==> config.mk <==
export PLATFORM = sky130hd
export DESIGN_NAME = seg7_pair_decoder
export DESIGN_NICKNAME = d
export VERILOG_FILES = /design/src/rtl/seg7_pair_decoder.sv
export SDC_FILE = /design/constraint.sdc
export NUM_CORES = 1
export LEC_CHECK = 0
export CORE_MARGIN = 4
export CORE_UTILIZATION = 50
export CTS_BUF_LIST = sky130_fd_sc_hd__clkbuf_16
export CTS_CLUSTER_SIZE = 20
export DETAILED_ROUTE_END_ITERATION = 8
export HOLD_SLACK_MARGIN = 0.12
export PLACE_DENSITY = 0.8
export SETUP_SLACK_MARGIN = 0.2
export SLEW_MARGIN = 10
export SYNTH_ARGS = -nofsm -noshare
export SYNTH_HDL_FRONTEND = slang
export SYNTH_SLANG_ARGS = --single-unit
==> constraint.sdc <==
create_clock -name clk -period 3.58 [get_ports clk]
set_clock_uncertainty 0.15 [all_clocks]
set_input_delay 0.716 -clock clk [delete_from_list [all_inputs] [get_ports clk]]
set_output_delay 0.716 -clock clk [all_outputs]
set_load 0.03 [all_outputs]
==> src/rtl/seg7_pair_decoder.sv <==
// seg7_pair_decoder: watches a two-digit active-low seven-segment bus,
// debounces the pattern pair, decodes it to 0..MAX_VALUE and classifies
// every accepted change as a +1 step, a wrap or an illegal jump.
module seg7_pair_decoder #(
    parameter int STABLE_CYCLES = 4,
    parameter int MAX_VALUE     = 59
) (
    input  logic       clk,
    input  logic       reset,
    input  logic       enable,
    input  logic [6:0] seg_ones,
    input  logic [6:0] seg_tens,
    input  logic       clr_err,
    output logic [5:0] value,
    output logic       value_valid,
    output logic       step_up,
    output logic       wrap,
    output logic       skip,
    output logic       pattern_err,
    output logic [7:0] err_count
);

    localparam logic [7:0] STABLE_V8 = 8'(STABLE_CYCLES);
    localparam logic [6:0] MAX_V7    = 7'(MAX_VALUE);
    localparam logic [5:0] MAX_V6    = 6'(MAX_VALUE);
    localparam logic [6:0] BLANK     = 7'b111_1111;

    typedef enum logic [1:0] {
        IDLE   = 2'd0,
        LOCKED = 2'd1,
        ERROR  = 2'd2
    } state_t;

    // Decode one active-low digit; bit 4 of the result flags a legal digit.
    function automatic logic [4:0] decode_digit(input logic [6:0] seg);
        case (seg)
            7'b000_0001: return 5'b1_0000;
            7'b100_1111: return 5'b1_0001;
            7'b001_0010: return 5'b1_0010;
            7'b000_0110: return 5'b1_0011;
            7'b100_1100: return 5'b1_0100;
            7'b010_0100: return 5'b1_0101;
            7'b010_0000: return 5'b1_0110;
            7'b000_1111: return 5'b1_0111;
            7'b000_0000: return 5'b1_1000;
            7'b000_0100: return 5'b1_1001;
            default:     return 5'b0_0000;
        endcase
    endfunction

    logic [6:0] samp_ones_r;
    logic [6:0] samp_tens_r;
    logic [7:0] run_r;
    logic       acc_done_r;
    state_t     state_r;
    logic [5:0] value_r;
    logic       value_valid_r;
    logic       step_up_r;
    logic       wrap_r;
    logic       skip_r;
    logic       pattern_err_r;
    logic [7:0] err_count_r;

    logic [4:0] dec_ones_s;
    logic [4:0] dec_tens_s;
    logic [6:0] sum_s;
    logic       legal_s;
    logic       blank_s;
    logic       accept_s;
    logic       same_s;
    logic       illegal_acc_s;

    // Decode the held sample pair and decide whether this cycle accepts it.
    always_comb begin
        dec_ones_s    = decode_digit(samp_ones_r);
        dec_tens_s    = decode_digit(samp_tens_r);
        sum_s         = ({3'b000, dec_tens_s[3:0]} * 7'd10) + {3'b000, dec_ones_s[3:0]};
        blank_s       = (samp_ones_r == BLANK) || (samp_tens_r == BLANK);
        legal_s       = dec_ones_s[4] && dec_tens_s[4] &&
                        (dec_tens_s[3:0] <= 4'd5) && (sum_s <= MAX_V7);
        same_s        = (seg_ones == samp_ones_r) && (seg_tens == samp_tens_r);
        accept_s      = enable && (run_r == STABLE_V8) && !acc_done_r;
        if (accept_s && !blank_s && !legal_s) begin
            illegal_acc_s = 1'b1;
        end else begin
            illegal_acc_s = 1'b0;
        end
    end

    // Sample the bus and count how long the same pair has been seen.
    always_ff @(posedge clk or posedge reset) begin
        if (reset) begin
            samp_ones_r <= BLANK;
            samp_tens_r <= BLANK;
            run_r       <= 8'd0;
            acc_done_r  <= 1'b0;
        end else if (!enable) begin
            run_r      <= 8'd0;
            acc_done_r <= 1'b0;
        end else begin
            samp_ones_r <= seg_ones;
            samp_tens_r <= seg_tens;
            if (same_s) begin
                if (run_r != STABLE_V8) begin
                    run_r <= run_r + 8'd1;
                end else begin
                    run_r <= run_r;
                end
                if (accept_s) begin
                    acc_done_r <= 1'b1;
                end else begin
                    acc_done_r <= acc_done_r;
                end
            end else begin
                run_r      <= 8'd1;
                acc_done_r <= 1'b0;
            end
        end
    end

    // Error counter: cleared by clr_err, bumped by illegal acceptances, saturating.
    always_ff @(posedge clk or posedge reset) begin
        if (reset) begin
            err_count_r <= 8'd0;
        end else if (clr_err) begin
            err_count_r <= illegal_acc_s ? 8'd1 : 8'd0;
        end else if (illegal_acc_s && (err_count_r != 8'hFF)) begin
            err_count_r <= err_count_r + 8'd1;
        end else begin
            err_count_r <= err_count_r;
        end
    end

    // Acceptance FSM: update value, state, pattern_err and one-cycle pulses.
    always_ff @(posedge clk or posedge reset) begin
        if (reset) begin
            state_r       <= IDLE;
            value_r       <= 6'd0;
            value_valid_r <= 1'b0;
            step_up_r     <= 1'b0;
            wrap_r        <= 1'b0;
            skip_r        <= 1'b0;
            pattern_err_r <= 1'b0;
        end else begin
            value_valid_r <= 1'b0;
            step_up_r     <= 1'b0;
            wrap_r        <= 1'b0;
            skip_r        <= 1'b0;
            if (accept_s && !blank_s) begin
                if (legal_s) begin
                    pattern_err_r <= 1'b0;
                    case (state_r)
                        IDLE: begin
                            value_r       <= sum_s[5:0];
                            value_valid_r <= 1'b1;
                        end
                        LOCKED, ERROR: begin
                            if (sum_s[5:0] != value_r) begin
                                value_r       <= sum_s[5:0];
                                value_valid_r <= 1'b1;
                                if ((value_r == MAX_V6) && (sum_s[5:0] == 6'd0)) begin
                                    wrap_r <= 1'b1;
                                end else if (sum_s[5:0] == value_r + 6'd1) begin
                                    step_up_r <= 1'b1;
                                end else begin
                                    skip_r <= 1'b1;
                                end
                            end else begin
                                value_r <= value_r;
                            end
                        end
                        default: begin
                            value_r <= value_r;
                        end
                    endcase
                    state_r <= LOCKED;
                end else begin
                    pattern_err_r <= 1'b1;
                    state_r       <= ERROR;
                end
            end else begin
                state_r <= state_r;
            end
        end
    end

    assign value       = value_r;
    assign value_valid = value_valid_r;
    assign step_up     = step_up_r;
    assign wrap        = wrap_r;
    assign skip        = skip_r;
    assign pattern_err = pattern_err_r;
    assign err_count   = err_count_r;

endmodule

==> impl_metrics.json <==
{
  "hold_class": "reg -> reg",
  "synth_flop_cell": "dfrtp_1",
  "final_util": 0.766,
  "p_seq_frac": 0.423,
  "drive_gt1_frac": 0.417,
  "whs_ns": 0.361,
  "cp.arrival_ns": 3.71,
  "violations": "negative setup slack",
  "netlist_area_um2": 2990,
  "ir_drop_mv": 0.253,
  "dp.final_hpwl_um": 5000,
  "p_switching_mw": 0.366,
  "finalNetCount": 422,
  "die_h_um": 85.4,
  "synth-edff-count": 0,
  "areaGrowthSynthToFinish_pct": 44.4,
  "dpl_worst_slack_ns": -0.167,
  "p_clk_frac": 0.332,
  "ios": 37,
  "drt-total-wl_um": 8470,
  "netlist_instances": 301,
  "r2r_setup_slack_ns": -0.11,
  "wl_per_cell_um": 18.3,
  "worstReg2RegEnd": "value[5]",
  "min_path_cells": 2,
  "p_leak_nw": 1.76,
  "synth_area_per_cell_um2": 9.94,
  "drc_errors": 0,
  "antenna_found_initial": 0,
  "clk_latency_ns": 0.29,
  "ys_seq_elements": 43,
  "drv_cap": 0,
  "syn-num-nets": 333,
  "coreArea_um2": 5640,
  "viasPerCell": 5.83,
  "internal_power_mw": 0.939,
  "grtUsageMet2": 0.418,
  "clockBufferDepth": 2,
  "crit_path_end_kind": "flop",
  "cp_top_family": "adder cells",
  "setup_viol": 8,
  "grt_setup_unrepaired": "true",
  "grt_usage": 0.236,
  "io_buffer_count": 36,
  "layout_worst_path_cycle_share": 1.03,
  "worst_path_max_delay_cell": "fa_2",
  "grt_overflow": 0,
  "hold_viol": 0,
  "yosysSeqAreaShare": 0.366,
  "vias": 2700,
  "crit_fanout": 8,
  "first_iter_violations": 108,
  "setup_slack_ns": -0.105,
  "yosysTopAreaCellShare": 0.243,
  "cp-start-kind": "flop",
  "grt_pass1_vias": 2867,
  "final_antenna_net_count": 0,
  "crit_path_frequent_cell": "ha_4",
  "slew_headroom": 0.585,
  "clock.fmax_mhz": 271,
  "status": "finished, violations left",
  "fillers": 339,
  "clkTransAtPathRegs_ns": 0.06,
  "worst_pin_slew_ns": 0.606,
  "grt_max_degree": 44,
  "top_usage_layer": "met2",
  "max_stage_delay_ns": 0.46,
  "grt_pass1_wl_um": 13800,
  "critical_path_class": "reg -> reg",
  "root_buffer": "clkbuf_16",
  "insertedDiodeCount": 0,
  "gp_congestion": 0.854,
  "yosysTopAreaCell": "dfrtp_1",
  "die_x_um": 85.4,
  "maxSlewViolCount": 0,
  "tritoncts": "yes",
  "area.sequential_um2": 1090,
  "combinationalPowerShare": 0.246,
  "async_flop_share": 1.00,
  "power.density_nw_per_um2": 302,
  "ff2ff_path_depth": 12,
  "multi_input_area_um2": 2080,
  "cts_buffers": 5,
  "rows": 27,
  "reg2reg_from": "samp_tens_r[5]",
  "worstPathRequired_ns": 3.60,
  "holdCritStartpoint": "acc_done_r",
  "firstDrtPassIters": 4,
  "min_period_ns": 3.69,
  "synth_area_leaders": "dfrtp_1, dfstp_2, xnor2_1, mux2_2, ha_1",
  "hold-path-endpoint": "acc_done_r",
  "cp.buffers_inverters": 1,
  "swShare": 0.281,
  "fin_total_pwr_mw": 1.30,
  "htreeDepth": 2,
  "path_cells": "nor4_1 -> nand3_1 -> nand2_2 -> ha_4 -> ha_4 -> inv_2 -> fa_2 -> xnor2_2 -> xor2_1 -> o41a_1 -> o211a_4 -> mux2_4",
  "die-area_um2": 7280,
  "use_met3": 0.0388,
  "ys_warn_count": 0,
  "cts_sinks": 43,
  "groute.layer.met1.usage": 0.288,
  "ys_types": 60,
  "initial_core_util": 0.530
}
==> synth_stat cells, drive strengths merged (2+ instances only) <==
cell	number
mux2i	4
a21oi	13
a21boi	2
nor2	20
o211ai	2
buf	9
and3b	3
and3	8
nor3	9
clkbuf	11
nand4	5
nand4b	2
o21ai	10
inv	12
and2b	3
nor4	7
o21a	3
dfrtp	29
or3	4
xor2	13
mux2	18
nor3b	6
o211a	2
xnor2	22
nor4b	2
nor2b	2
or4	4
a31oi	2
nand3	16
ha	12
a2111oi	3
dfstp	14
fa	2
o31ai	4
nand2	12
==> worst min-delay path, delay by kind of cell (launching register included) <==
family	cells	cell delay [ns]
DFF	1	0.34
and+or+nand+nor	1	0.08
AOI/OAI and AO/OA	1	0.04
==> stage by stage <==
stage                     setup TNS [ns]  std cells  instance area (µm²)
after floorplan                   -0.360        301                 3080
after global placement            -0.357        427                 3650
after detailed placement           -1.04        427                 3650
after CTS                              0        455                 4150
after global routing               -1.49        463                 4320
final                             -0.561        463                 4320
==> power groups by stage <==
stage	Clock, mW	Sequential [mW]	Combinational, mW
5_1_grt	0.465	0.554	0.343
6_report	0.433	0.551	0.321
4_1_cts	0.442	0.547	0.283
3_3_place_gp	0	0.557	0.226
3_5_place_dp	0	0.559	0.231
2_1_floorplan	0	0.532	0.182
==> worst max-delay path by stage <==
stage                   startpoint  slack (ns)  cells after the start       end
detailed placement  samp_tens_r[5]       -0.17                     12  value[3]
CTS                 samp_ones_r[3]        0.03                     13  value[3]
finish              samp_tens_r[5]       -0.11                     12  value[5]
floorplan           samp_tens_r[2]       -0.09                     15  value[1]
global route        samp_ones_r[3]       -0.19                     13  value[5]
global placement    samp_tens_r[5]       -0.07                     12  value[5]
==> registers in the layout, summed over array words and instances (netlist names) <==
name         flops
wrap             1
samp_tens_r      7
err_count        8
value            6
step_up          1
value_valid      1
run_r            8
skip             1
state_r          2
acc_done_r       1
samp_ones_r      7
==> final cells by class <==
cell class                      instances  area share
Tap cell                               72      0.0209
Multi-Input combinational cell        226       0.482
Sequential cell                        43       0.253
Timing Repair Buffer                  102       0.202
Inverter                               12      0.0104
Clock inverter                          3     0.00261
Clock buffer                            5      0.0290
==> layer usage <==
layer | routed length (µm) | vias up
met1 | 3580 | 1325
met2 | 4240 | 81
met3 | 340 | 30
li1 | - | 1264
met5 | 0 | -
met4 | 322 | 0
==> placed cells by master (no fill, tap or decap), types with 3 or more instances in the layout <==
cell / netlist / final
mux2i_1: 4 / 4
a21oi_2: 0 / 3
ha_4: 0 / 6
nor3b_1: 6 / 4
nand2_1: 12 / 8
dfstp_2: 14 / 14
inv_1: 12 / 14
buf_6: 4 / 5
nor4_4: 1 / 3
a21oi_1: 13 / 9
mux2_2: 14 / 14
nand4_1: 5 / 5
or3_4: 0 / 3
nor3_1: 8 / 5
xnor2_1: 22 / 19
a2111oi_0: 3 / 3
xor2_1: 12 / 12
buf_4: 1 / 61
nand3_1: 16 / 15
clkbuf_16: 0 / 5
nor2_1: 20 / 17
dfrtp_1: 29 / 29
o21ai_0: 8 / 6
xnor2_2: 0 / 3
o21ai_2: 1 / 3
mux2_4: 4 / 4
and3_1: 6 / 5
clkdlybuf4s50_1: 0 / 36
ha_1: 12 / 6
nand2_2: 0 / 4
o31ai_1: 4 / 4
==> repair_timing <==
action,in CTS,in global routing
buffers inserted,20,8
hold buffers,0,0
endpoints found under the setup margin,17,20
resized for setup,40,22
pin swaps,42,17
==> cell families (layout without fill, tap and decap cells) <==
| kind of cell | count (synthesis) | in the layout | share of synthesized area |
|---|---|---|---|
| fa+ha+maj | 14 | 14 | 0.0636 |
| simple gates | 106 | 106 | 0.210 |
| xor+xnor | 35 | 35 | 0.105 |
| compound gates | 49 | 49 | 0.110 |
| buf+inv | 32 | 122 | 0.0590 |
| mux | 22 | 22 | 0.0862 |
| flops | 43 | 43 | 0.366 |
No activity file was read; power rests on OpenSTA's default activity.
